$ cat src/rtl/shake_squeeze_reader_pkg.sv
// Shared SHAKE constants and types: rate widths (also used by the absorb
// controller), mode encoding, squeeze FSM states and byte-trim helpers.
package shake_pkg;

    localparam int unsigned SHAKE128_RATE_W = 42;
    localparam int unsigned SHAKE256_RATE_W = 34;

    typedef enum logic {
        SHAKE128 = 1'b0,
        SHAKE256 = 1'b1
    } shake_mode_e;

    typedef enum logic [2:0] {
        SQZ_IDLE,
        SQZ_WAIT_PERM,
        SQZ_PRIME,
        SQZ_STREAM,
        SQZ_NEXT,
        SQZ_DONE
    } sqz_state_e;

    // Index of the final rate word for the selected mode.
    function automatic logic [5:0] rate_last(input shake_mode_e m);
        return (m == SHAKE256) ? 6'(SHAKE256_RATE_W - 1) : 6'(SHAKE128_RATE_W - 1);
    endfunction

    // Byte-enable for the final word; 0 means a full 4-byte word.
    function automatic logic [3:0] trim_keep(input logic [1:0] lb);
        logic [3:0] k;
        k = 4'hF;
        case (lb)
            2'd1:    k = 4'h1;
            2'd2:    k = 4'h3;
            2'd3:    k = 4'h7;
            default: k = 4'hF;
        endcase
        return k;
    endfunction

    function automatic logic [31:0] keep_bits(input logic [3:0] k);
        return {{8{k[3]}}, {8{k[2]}}, {8{k[1]}}, {8{k[0]}}};
    endfunction

endpackage

$ cat src/rtl/shake_squeeze_reader_if.sv
// Bus bundle for the squeeze reader: control, sha3 core read port and the
// output valid/ready stream. Optional SHAKE_SQZ_BYTE_TRIM_EN adds last_bytes
// and out_keep. master = squeeze reader, slave = its environment.
interface shake_squeeze_reader_if
    import shake_pkg::*;
#(
    parameter int unsigned CNT_W  = 16,
    parameter int unsigned DATA_W = 32
);
    logic              start;
    shake_mode_e       mode;
    logic [CNT_W-1:0]  out_words;
    logic              core_ready;
    logic [DATA_W-1:0] core_dout;
    logic [5:0]        core_addr;
    logic              core_next;
    logic [DATA_W-1:0] out_data;
    logic              out_valid;
    logic              out_ready;
    logic              out_last;
    logic [CNT_W-1:0]  out_idx;
    logic              busy;
    logic              done;
`ifdef SHAKE_SQZ_BYTE_TRIM_EN
    logic [1:0]        last_bytes;
    logic [3:0]        out_keep;

    modport master (
        input  start, mode, out_words, last_bytes, core_ready, core_dout, out_ready,
        output core_addr, core_next, out_data, out_valid, out_last, out_idx, busy, done,
               out_keep
    );
    modport slave (
        output start, mode, out_words, last_bytes, core_ready, core_dout, out_ready,
        input  core_addr, core_next, out_data, out_valid, out_last, out_idx, busy, done,
               out_keep
    );
`else
    modport master (
        input  start, mode, out_words, core_ready, core_dout, out_ready,
        output core_addr, core_next, out_data, out_valid, out_last, out_idx, busy, done
    );
    modport slave (
        output start, mode, out_words, core_ready, core_dout, out_ready,
        input  core_addr, core_next, out_data, out_valid, out_last, out_idx, busy, done
    );
`endif
endinterface

$ cat src/rtl/shake_squeeze_reader.sv
// SHAKE squeeze reader: reads rate words out of the sha3 core state and
// streams them over valid/ready, requesting further permutations via
// core_next when the output spans several rate blocks.
// Optional: define SHAKE_SQZ_BYTE_TRIM_EN for last_bytes/out_keep trimming.
// DATA_W is fixed at 32.
module shake_squeeze_reader
    import shake_pkg::*;
#(
    parameter int unsigned CNT_W  = 16,
    parameter int unsigned DATA_W = 32
) (
    input  logic                   clk,
    input  logic                   rst_n,
    shake_squeeze_reader_if.master sqz_io
);

    sqz_state_e        state_q, state_d;
    shake_mode_e       mode_q, mode_d;
    logic [CNT_W-1:0]  words_q, words_d;
    logic [CNT_W-1:0]  cap_q, cap_d;
    logic [CNT_W-1:0]  idx_q, idx_d;
    logic [5:0]        addr_q, addr_d;
    logic              blk_end_q, blk_end_d;
    logic              skip_q, skip_d;
    logic [DATA_W-1:0] data_q, data_d;
    logic              valid_q, valid_d;
    logic              last_q, last_d;
    logic              busy_q, busy_d;
    logic              done_q, done_d;
`ifdef SHAKE_SQZ_BYTE_TRIM_EN
    logic [1:0]        lb_q, lb_d;
    logic [3:0]        keep_q, keep_d;
`endif

    logic       fire;
    logic       cap_en;
    logic       cap_last;
    logic [5:0] rate_m1;

    assign rate_m1  = rate_last(mode_q);
    assign fire     = valid_q & sqz_io.out_ready;
    assign cap_last = (cap_q == (words_q - CNT_W'(1)));

    // State and datapath registers; async reset aborts any stream in flight.
    always_ff @(posedge clk or negedge rst_n) begin
        if (!rst_n) begin
            state_q   <= SQZ_IDLE;
            mode_q    <= SHAKE128;
            words_q   <= '0;
            cap_q     <= '0;
            idx_q     <= '0;
            addr_q    <= '0;
            blk_end_q <= 1'b0;
            skip_q    <= 1'b0;
            data_q    <= '0;
            valid_q   <= 1'b0;
            last_q    <= 1'b0;
            busy_q    <= 1'b0;
            done_q    <= 1'b0;
`ifdef SHAKE_SQZ_BYTE_TRIM_EN
            lb_q      <= '0;
            keep_q    <= '0;
`endif
        end else begin
            state_q   <= state_d;
            mode_q    <= mode_d;
            words_q   <= words_d;
            cap_q     <= cap_d;
            idx_q     <= idx_d;
            addr_q    <= addr_d;
            blk_end_q <= blk_end_d;
            skip_q    <= skip_d;
            data_q    <= data_d;
            valid_q   <= valid_d;
            last_q    <= last_d;
            busy_q    <= busy_d;
            done_q    <= done_d;
`ifdef SHAKE_SQZ_BYTE_TRIM_EN
            lb_q      <= lb_d;
            keep_q    <= keep_d;
`endif
        end
    end

    // Next-state, capture and core-address logic.
    // addr_q is the address whose word is on core_dout now; core_addr
    // presents addr_d, which only advances on a capture, so a stall keeps
    // the address and therefore core_dout unchanged.
    always_comb begin
        state_d   = state_q;
        mode_d    = mode_q;
        words_d   = words_q;
        cap_d     = cap_q;
        idx_d     = idx_q;
        addr_d    = addr_q;
        blk_end_d = blk_end_q;
        skip_d    = skip_q;
        data_d    = data_q;
        valid_d   = valid_q;
        last_d    = last_q;
        busy_d    = busy_q;
        done_d    = 1'b0;
        cap_en    = 1'b0;
`ifdef SHAKE_SQZ_BYTE_TRIM_EN
        lb_d      = lb_q;
        keep_d    = keep_q;
`endif
        case (state_q)
            SQZ_IDLE: begin
                if (sqz_io.start) begin
                    mode_d    = sqz_io.mode;
                    words_d   = sqz_io.out_words;
                    busy_d    = 1'b1;
                    cap_d     = '0;
                    idx_d     = '0;
                    addr_d    = '0;
                    blk_end_d = 1'b0;
                    skip_d    = 1'b0;
                    last_d    = 1'b0;
`ifdef SHAKE_SQZ_BYTE_TRIM_EN
                    lb_d      = sqz_io.last_bytes;
`endif
                    state_d   = (sqz_io.out_words == '0) ? SQZ_DONE : SQZ_WAIT_PERM;
                end
            end
            SQZ_WAIT_PERM: begin
                // The core lowers ready one cycle after core_next, so the
                // first cycle after NEXT must not trust core_ready.
                if (skip_q) begin
                    skip_d = 1'b0;
                end else if (sqz_io.core_ready) begin
                    addr_d    = '0;
                    blk_end_d = 1'b0;
                    state_d   = SQZ_PRIME;
                end
            end
            SQZ_PRIME: begin
                state_d = SQZ_STREAM;
            end
            SQZ_STREAM: begin
                cap_en = (!valid_q || sqz_io.out_ready) && !blk_end_q && (cap_q != words_q);
                if (fire) begin
                    valid_d = 1'b0;
                    if (last_q) begin
                        state_d = SQZ_DONE;
                    end else if (blk_end_q) begin
                        state_d = SQZ_NEXT;
                    end
                end
                if (cap_en) begin
                    valid_d   = 1'b1;
                    idx_d     = cap_q;
                    cap_d     = cap_q + CNT_W'(1);
                    last_d    = cap_last;
                    blk_end_d = (addr_q == rate_m1);
                    if (addr_q != rate_m1) begin
                        addr_d = addr_q + 6'd1;
                    end
`ifdef SHAKE_SQZ_BYTE_TRIM_EN
                    keep_d = cap_last ? trim_keep(lb_q) : 4'hF;
                    data_d = sqz_io.core_dout & DATA_W'(keep_bits(keep_d));
`else
                    data_d = sqz_io.core_dout;
`endif
                end
            end
            SQZ_NEXT: begin
                skip_d  = 1'b1;
                state_d = SQZ_WAIT_PERM;
            end
            SQZ_DONE: begin
                done_d  = 1'b1;
                busy_d  = 1'b0;
                state_d = SQZ_IDLE;
            end
            default: begin
                state_d = SQZ_IDLE;
            end
        endcase
    end

    assign sqz_io.core_addr = addr_d;
    assign sqz_io.core_next = (state_q == SQZ_NEXT);
    assign sqz_io.out_data  = data_q;
    assign sqz_io.out_valid = valid_q;
    assign sqz_io.out_last  = last_q;
    assign sqz_io.out_idx   = idx_q;
    assign sqz_io.busy      = busy_q;
    assign sqz_io.done      = done_q;
`ifdef SHAKE_SQZ_BYTE_TRIM_EN
    assign sqz_io.out_keep  = keep_q;
`endif

endmodule

$ cat src/flat_wrapper.sv
// flat-port wrapper written by rule: the top's interface ports become plain ports
module shake_squeeze_reader_flat import shake_pkg::*;
#(
    parameter int unsigned CNT_W  = 16,
    parameter int unsigned DATA_W = 32
)
  (clk, rst_n, sqz_io_start, sqz_io_mode, sqz_io_out_words, sqz_io_core_ready, sqz_io_core_dout, sqz_io_out_ready, sqz_io_core_addr, sqz_io_core_next, sqz_io_out_data, sqz_io_out_valid, sqz_io_out_last, sqz_io_out_idx, sqz_io_busy, sqz_io_done);
  shake_squeeze_reader_if #(.CNT_W(CNT_W), .DATA_W(DATA_W)) sqz_io_i ();
  input  logic clk;
  input  logic rst_n;
  input wire logic [$bits(sqz_io_i.start)-1:0] sqz_io_start;
  input wire logic [$bits(sqz_io_i.mode)-1:0] sqz_io_mode;
  input wire logic [$bits(sqz_io_i.out_words)-1:0] sqz_io_out_words;
  input wire logic [$bits(sqz_io_i.core_ready)-1:0] sqz_io_core_ready;
  input wire logic [$bits(sqz_io_i.core_dout)-1:0] sqz_io_core_dout;
  input wire logic [$bits(sqz_io_i.out_ready)-1:0] sqz_io_out_ready;
  output wire logic [$bits(sqz_io_i.core_addr)-1:0] sqz_io_core_addr;
  output wire logic [$bits(sqz_io_i.core_next)-1:0] sqz_io_core_next;
  output wire logic [$bits(sqz_io_i.out_data)-1:0] sqz_io_out_data;
  output wire logic [$bits(sqz_io_i.out_valid)-1:0] sqz_io_out_valid;
  output wire logic [$bits(sqz_io_i.out_last)-1:0] sqz_io_out_last;
  output wire logic [$bits(sqz_io_i.out_idx)-1:0] sqz_io_out_idx;
  output wire logic [$bits(sqz_io_i.busy)-1:0] sqz_io_busy;
  output wire logic [$bits(sqz_io_i.done)-1:0] sqz_io_done;
  assign sqz_io_i.start = sqz_io_start;
  assign sqz_io_i.mode = sqz_io_mode;
  assign sqz_io_i.out_words = sqz_io_out_words;
  assign sqz_io_i.core_ready = sqz_io_core_ready;
  assign sqz_io_i.core_dout = sqz_io_core_dout;
  assign sqz_io_i.out_ready = sqz_io_out_ready;
  assign sqz_io_core_addr = sqz_io_i.core_addr;
  assign sqz_io_core_next = sqz_io_i.core_next;
  assign sqz_io_out_data = sqz_io_i.out_data;
  assign sqz_io_out_valid = sqz_io_i.out_valid;
  assign sqz_io_out_last = sqz_io_i.out_last;
  assign sqz_io_out_idx = sqz_io_i.out_idx;
  assign sqz_io_busy = sqz_io_i.busy;
  assign sqz_io_done = sqz_io_i.done;
  shake_squeeze_reader #(.CNT_W(CNT_W), .DATA_W(DATA_W)) u_core (.clk(clk), .rst_n(rst_n), .sqz_io(sqz_io_i));
endmodule
$ cat config.mk
export PLATFORM = sky130hd
export DESIGN_NAME = shake_squeeze_reader_flat
export DESIGN_NICKNAME = d
export VERILOG_FILES = /design/src/rtl/shake_squeeze_reader_pkg.sv /design/src/rtl/shake_squeeze_reader_if.sv /design/src/rtl/shake_squeeze_reader.sv /design/src/flat_wrapper.sv
export SDC_FILE = /design/constraint.sdc
export NUM_CORES = 1
export LEC_CHECK = 0
export BUFFER_PORTS_ARGS = -buffer_cell sky130_fd_sc_hd__buf_4
export CORE_MARGIN = 5
export CORE_UTILIZATION = 54
export DETAILED_ROUTE_END_ITERATION = 16
export HOLD_SLACK_MARGIN = 0.15
export PLACE_DENSITY = 0.8
export SLEW_MARGIN = 30
export SYNTH_ARGS = -nofsm -noshare
export SYNTH_HDL_FRONTEND = slang
export SYNTH_SLANG_ARGS = --single-unit
$ cat constraint.sdc
create_clock -name clk -period 3.5 [get_ports clk]
set_clock_uncertainty 0.05 [all_clocks]
set_input_delay 0.875 -clock clk [delete_from_list [all_inputs] [get_ports clk]]
set_output_delay 0.875 -clock clk [all_outputs]
set_load 0.005 [all_outputs]
==> results of run 1 <==
==> worst min-delay path: cells and delay by family (launching register included) <==
family | cells | cell delay [ps]
flip-flops | 1 | 350
AND/OR/NAND/NOR | 2 | 100
==> per-layer routing <==
layer	vias to the layer above	routed length (um)
met4	0	187
li1	2027	-
met5	-	0
met2	156	6150
met3	17	767
met1	2018	4950
==> power by group through the flow <==
stage	logic, uW	clock network [uW]	registers, uW
after floorplan	1470	0	1890
after global placement	2150	0	2010
after detailed placement	2240	0	2030
after CTS	2260	766	2010
after global routing	2560	807	2110
final	2290	752	2040
==> cells in the final DEF (no fill, tap or decap), types with 2 or more instances in the layout <==
cell type,n
mux2_2,2
o211ai_1,2
nand2b_1,4
clkinvlp_4,2
nand3_1,24
a31oi_1,2
o21ai_0,37
nor3_1,12
nand3b_1,3
or4_1,3
o31ai_1,3
nor2_1,27
and3_1,2
nor4_1,8
nand4_1,12
mux2i_1,2
xor2_1,6
buf_4,124
dfrtp_2,4
o22ai_1,2
ha_1,4
a21oi_1,11
clkbuf_8,11
inv_1,24
and2_1,4
nor2b_1,2
xnor2_1,29
nand2_1,170
dfrtp_1,92
xnor2_2,5
nor4b_1,3
==> repair_timing <==
item	4_1_cts	5_1_grt
endpoints found under the setup margin	0	6
resized for setup	0	10
buffers inserted	0	0
==> worst paths after layout <==
path | start | end | slack [ps] | cells past startpoint
min | u_core.sqz_io.out_data[7] | u_core.sqz_io.out_data[7] | 430 | 2
max reg2reg | u_core.words_q[0] | u_core.sqz_io.out_last | 790 | 9
min in group asynchronous | rst_n | u_core.skip_q | 460 | 1
max | u_core.cap_q[8] | sqz_io_core_addr[1] | 180 | 10
max in group asynchronous | rst_n | u_core.sqz_io.out_data[3] | 2150 | 2
min reg2reg | u_core.sqz_io.out_data[7] | u_core.sqz_io.out_data[7] | 430 | 2
==> layout make-up <==
cell class	instances	area (um2)	area share
Sequential cell	96	2410	0.405
Multi-Input combinational cell	399	2180	0.366
Timing Repair Buffer	124	931	0.157
Clock buffer	11	151	0.0255
Tap cell	108	135	0.0227
Inverter	24	90.1	0.0151
Clock inverter	4	53.8	0.00905
==> stage by stage <==
stage | setup slack [ps] | area, um2 | total power [uW]
after global placement | 389 | 5690 | 4170
after CTS | 57.1 | 5900 | 5040
after floorplan | 452 | 4750 | 3350
after global routing | 0.820 | 5950 | 5480
after detailed placement | 365 | 5690 | 4270
final | 175 | 5950 | 5080
==> registers in the layout, summed over array words and instances (netlist names) <==
register / flops
u_core.addr_q: 6
u_core.words_q: 16
u_core.state_q: 3
u_core.blk_end_q: 1
u_core.sqz_io.out_data: 32
u_core.sqz_io.busy: 1
u_core.sqz_io.out_valid: 1
u_core.mode_q: 1
u_core.sqz_io.out_last: 1
u_core.skip_q: 1
u_core.sqz_io.done: 1
u_core.sqz_io.out_idx: 16
u_core.cap_q: 16
==> logic make-up (layout without fill, tap and decap cells) <==
family          Yosys count  after routing  share of synthesized area
simple gates            283            283                      0.269
flops                    96             96                      0.506
compound gates           68             68                     0.0841
buf+inv                  55            163                     0.0480
xor+xnor                 40             40                     0.0738
fa+ha+maj                 4              4                     0.0105
mux                       4              4                    0.00896
==> metrics.csv, run 1 <==
metric,value,unit
final WL,12100,um
Antenna Violating Nets Remaining,0,
Final setup viols,0,
post-route setup TNS,0,ps
worst endpoint required time,2570,ps
"top cells by area, synth","dfrtp_1 (51%), nand2_1 (13%), xnor2_1 (6.3%), o21ai_0 (3.9%), nand3_1 (2.5%)",
CP endpoint kind,output port,
CP startpoint kind,register,
min cycle time layout,3320,ps
fmax,301,MHz
Worst Path Arrival,2400,ps
Most Crowded Layer GR,met2,
Fillers,678,
syn avg cell area,8.63,um2
part of the power in registers,0.402,
top-level port count,113,
Total GRT Usage,0.225,
vias in the first global route,4160,
Yosys reg bits,96,
RSZ-0062 raised after global routing,false,
CTS sink count,96,
first-pass GRT wire length,20200,um
initial DRC count,249,
row count,34,
nets@finish,712,
initial antenna violation count,0,
largest net degree at the start of global routing,52,
via count,4218,
insertion delay of the later-clocked pin in the worst-skew pair,360,ps
routed vias/inst,5.51,
"area leader, netlist",dfrtp_1,
Die H,104,um
commonest register cell after synthesis,dfrtp_1,
clock network fraction of design power,0.148,
worst hold-check path type,reg2reg,
Comb power frac,0.450,
most frequent cells after synthesis,"nand2_1 (170), dfrtp_1 (96), o21ai_0 (37)",
WP buf/inv,3,
number of synthesized flops with an enable pin,0,
M2 GR Usage,0.377,
CP max stage delay,440,ps
CTS tree,yes,
post-synth top area share,0.506,
Final GP Congestion,0.880,
CORE AREA,0.00864,mm2
Crit path top cell by count,buf_4,
Top Family by Delay on Critical Path,buffers and inverters,
Max-Cap Viols,0,
register area share after synthesis,0.506,
Internal,3000,uW
"Reg clk slew, reported paths",100,ps
"Hold-fix buffers, CTS",0,
Mapped Cells,550,
Final Cycle Share,0.950,
Max clock buf depth,2,
"Async S/R FF share, synth",1.00,
area added between synthesis and finish,25.3,%
"critical path fanouts, max",7,
Slew HR,0.374,
"Slowest-stage cell, CP",dfrtp_1,
post-synth cell types,48,
placed cells,751,
CP Cell Sequence,xnor2_2 > nand2_1 > nor4_1 > buf_4 > a21oi_1 > buf_4 > a21oi_1 > o211ai_1 > o211ai_1 > buf_4,
"Warnings, synthesis",0,
"non-filler cells, final",766,
worst vdd ir,442,uV
Layout Utilization,0.689,
CTS H-tree depth,3,
outcome,finished clean,
Detailed Place HPWL,8760,um
CTS root buffer,clkbuf_8,
met3 Usage GRT,0.0541,
diode count,0,
port bufs,112,
Initial Utilization,0.550,
hold_ws,431,ps
Pre-antenna DRT Iters,4,
DIE AREA,0.0108,mm2
Pwr per Cell Area,854,mW/mm2
kind of critical path,reg2out,
Leak,0.00292,uW
DRC viols,0,
overflow left after global routing,0,
DIE WIDTH,104,um
Fin. Hold Viols,0,
layout cells sized above 1,0.237,
syn nets,608,
Num CTS Buffers,9,
fin. max-slew vios,0,
switching power total,2080,uW
Mapped Area,0.00475,mm2
met1 GRT Util,0.290,
drt wl/cell,15.7,um
most frequent cell after synthesis,nand2_1,
Worst Max-Slew Pin Slew,936,ps
switching part of the total,0.410,
Power figures use the tool's default switching activity.
==> inputs of run 2 (changes only) <==
--- a/config.mk
+++ b/config.mk
@@ -5,12 +5,11 @@
 export SDC_FILE = /design/constraint.sdc
 export NUM_CORES = 1
 export LEC_CHECK = 0
-export BUFFER_PORTS_ARGS = -buffer_cell sky130_fd_sc_hd__buf_4
 export CORE_MARGIN = 5
-export CORE_UTILIZATION = 54
+export CORE_UTILIZATION = 45
 export DETAILED_ROUTE_END_ITERATION = 16
+export DONT_BUFFER_PORTS = 1
 export HOLD_SLACK_MARGIN = 0.15
-export PLACE_DENSITY = 0.8
 export SLEW_MARGIN = 30
 export SYNTH_ARGS = -nofsm -noshare
 export SYNTH_HDL_FRONTEND = slang
==> metrics.csv, run 2 (same netlist as run 1, synthesis figures left out) <==
metric,value,unit,change
fin. max-slew vios,0,,unchanged
CTS tree,yes,,
Slew HR,0.579,,+0.204
worst endpoint required time,2570,ps,about the same
Max clock buf depth,2,,unchanged
CTS H-tree depth,3,,unchanged
CP endpoint,sqz_io_core_addr[5],,
max reg flops,32,,unchanged
Detailed Place HPWL,8160,um,-6.8%
Critical R2R Capture,u_core.sqz_io.out_idx[3],,
"non-filler cells, final",682,,-11%
CP endpoint kind,output port,,
Register Area,0.00240,mm2,-0.21%
Pwr per Cell Area,887,mW/mm2,+3.9%
Worst Path Arrival,2350,ps,-50 ps
Leak,0.00235,uW,-20%
area added between synthesis and finish,7.20,%,
CORE AREA,0.0103,mm2,+20%
Worst R2R Start,u_core.words_q[7],,
placed cells,666,,-11%
reg2reg setup slack,830,ps,+40 ps
routed vias/inst,5.37,,-2.4%
Max-Cap Viols,0,,unchanged
first-pass GRT wire length,19400,um,-4.0%
Fin. Hold Viols,0,,unchanged
CTS sink count,96,,unchanged
"Reg clk slew, reported paths",100,ps,about the same
overflow left after global routing,0,,unchanged
vias in the first global route,3771,,-9.4%
Num CTS Buffers,9,,unchanged
most frequent cells in the layout,"nand2_1 (170), dfrtp_1 (96), o21ai_0 (36), xnor2_1 (34), nor2_1 (27)",,
worst vdd ir,327,uV,-26%
top-level port count,113,,unchanged
insertion delay of the later-clocked pin in the worst-skew pair,370,ps,about the same
drt wl/cell,17.1,um,+8.7%
CP startpoint kind,register,,
nets@finish,600,,-16%
layout cells sized above 1,0.0641,,-0.173
fmax,305,MHz,+1.4%
post-route setup TNS,0,ps,unchanged
initial DRC count,258,,+3.6%
port bufs,0,,-100%
row count,37,,+8.8%
DIE WIDTH,113,um,+8.6%
DIE AREA,0.0127,mm2,+18%
critical path launch point,u_core.cap_q[12],,
"Slowest-stage cell, CP",dfrtp_1,,
initial antenna violation count,0,,unchanged
Die H,113,um,+8.6%
R2R depth,8,,-1
CTS root buffer,clkbuf_8,,
Total GRT Usage,0.186,,-0.0384
Fillers,977,,+44%
total chip power,4510,uW,-11%
Layout Utilization,0.493,,-0.196
Pre-antenna DRT Iters,6,,+2
min cycle time layout,3280,ps,-45.4 ps
Final setup viols,0,,unchanged
largest net degree at the start of global routing,97,,+87%
outcome,finished clean,,
Worst Max-Slew Pin Slew,632,ps,-304 ps
worst hold-check path type,in2async,,
diode count,0,,unchanged
CP max stage delay,460,ps,+20 ps
kind of critical path,reg2out,,
via count,3665,,-13%
Final GP Congestion,0.782,,-11%
Initial Utilization,0.460,,-0.0899
Final Cycle Share,0.937,,-0.0130
DRC viols,0,,unchanged
final WL,11700,um,-3.2%
Antenna Violating Nets Remaining,0,,unchanged
"critical path fanouts, max",8,,+1
"most common cell after layout, fill and taps aside",nand2_1,,
RSZ-0062 raised after global routing,false,,
CP Cell Sequence,xor2_1 > nor4_2 > buf_4 > a21oi_2 > nand4_1 > or3_1 > o21ai_1,,
area occupied by multi-input gates,0.00214,mm2,-1.6%
[run 2: cell count changes in the layout (fill, tap and decap cells not counted), moves of 4 or more]
cell | before | now
dfrtp_2 | 4 | 0
dfrtp_1 | 92 | 96
xnor2_2 | 5 | 0
xnor2_1 | 29 | 34
buf_4 | 124 | 11
[run 2: how the worst min path moves through the flow]
| stage | from | slack, ps | to | depth (start not counted) |
|---|---|---|---|---|
| after floorplan | u_core.mode_q | 420 | u_core.mode_q | 2 |
| after detailed placement | u_core.sqz_io.out_data[21] | 450 | u_core.sqz_io.out_data[21] | 2 |
| after global placement | u_core.sqz_io.out_data[21] | 440 | u_core.sqz_io.out_data[21] | 2 |
| after global routing | rst_n | 410 | u_core.sqz_io.done | 1 |
| after CTS | rst_n | 390 | u_core.state_q[1] | 1 |
| final | rst_n | 370 | u_core.sqz_io.done | 1 |
[run 2: metal layers]
layer,global-route usage,share of wire
met2,0.302,0.50
met4,0.0657,0.014
met5,0,0
met3,0.0465,0.064
met1,0.244,0.43
[run 2: area by class of cell]
cell class                      count  share of cell area
Tap cell                          136              0.0334
Timing Repair Buffer               12              0.0216
Clock inverter                      4             0.00590
Multi-Input combinational cell    399               0.421
Sequential cell                    96               0.472
Clock buffer                       11              0.0278
Inverter                           24              0.0177
[run 2: power breakdown]
part	total, uW	internal (uW)	switching, uW	leakage, uW
clock network	676	278	399	0.0000858
logic	1750	694	1060	0.00103
registers	2090	1560	521	0.00123
[run 2: worst max-delay path: cells and delay by family, from the launching register on]
family / cells / cell delay (ps)
and+or+nand+nor: 3 / 580
AOI/OAI and AO/OA: 2 / 490
DFF: 1 / 460
xor gates and xnor gates: 1 / 290
buffers and inverters: 1 / 170
[run 2: per-stage QoR]
step,hold WS [ps],setup WS (ps),instance area [um2]
after CTS,388,0.130,5080
after floorplan,416,452,4750
after global routing,408,21.5,5090
after global placement,441,373,4880
after detailed placement,447,314,4880
final,368,220,5090
[run 2: repair_timing]
item                       4_1_cts  5_1_grt
resized for setup                0        3
setup endpoints to repair        0        6
hold endpoints to repair        96        0
buffers inserted                 0        0
hold buffers                     1        0
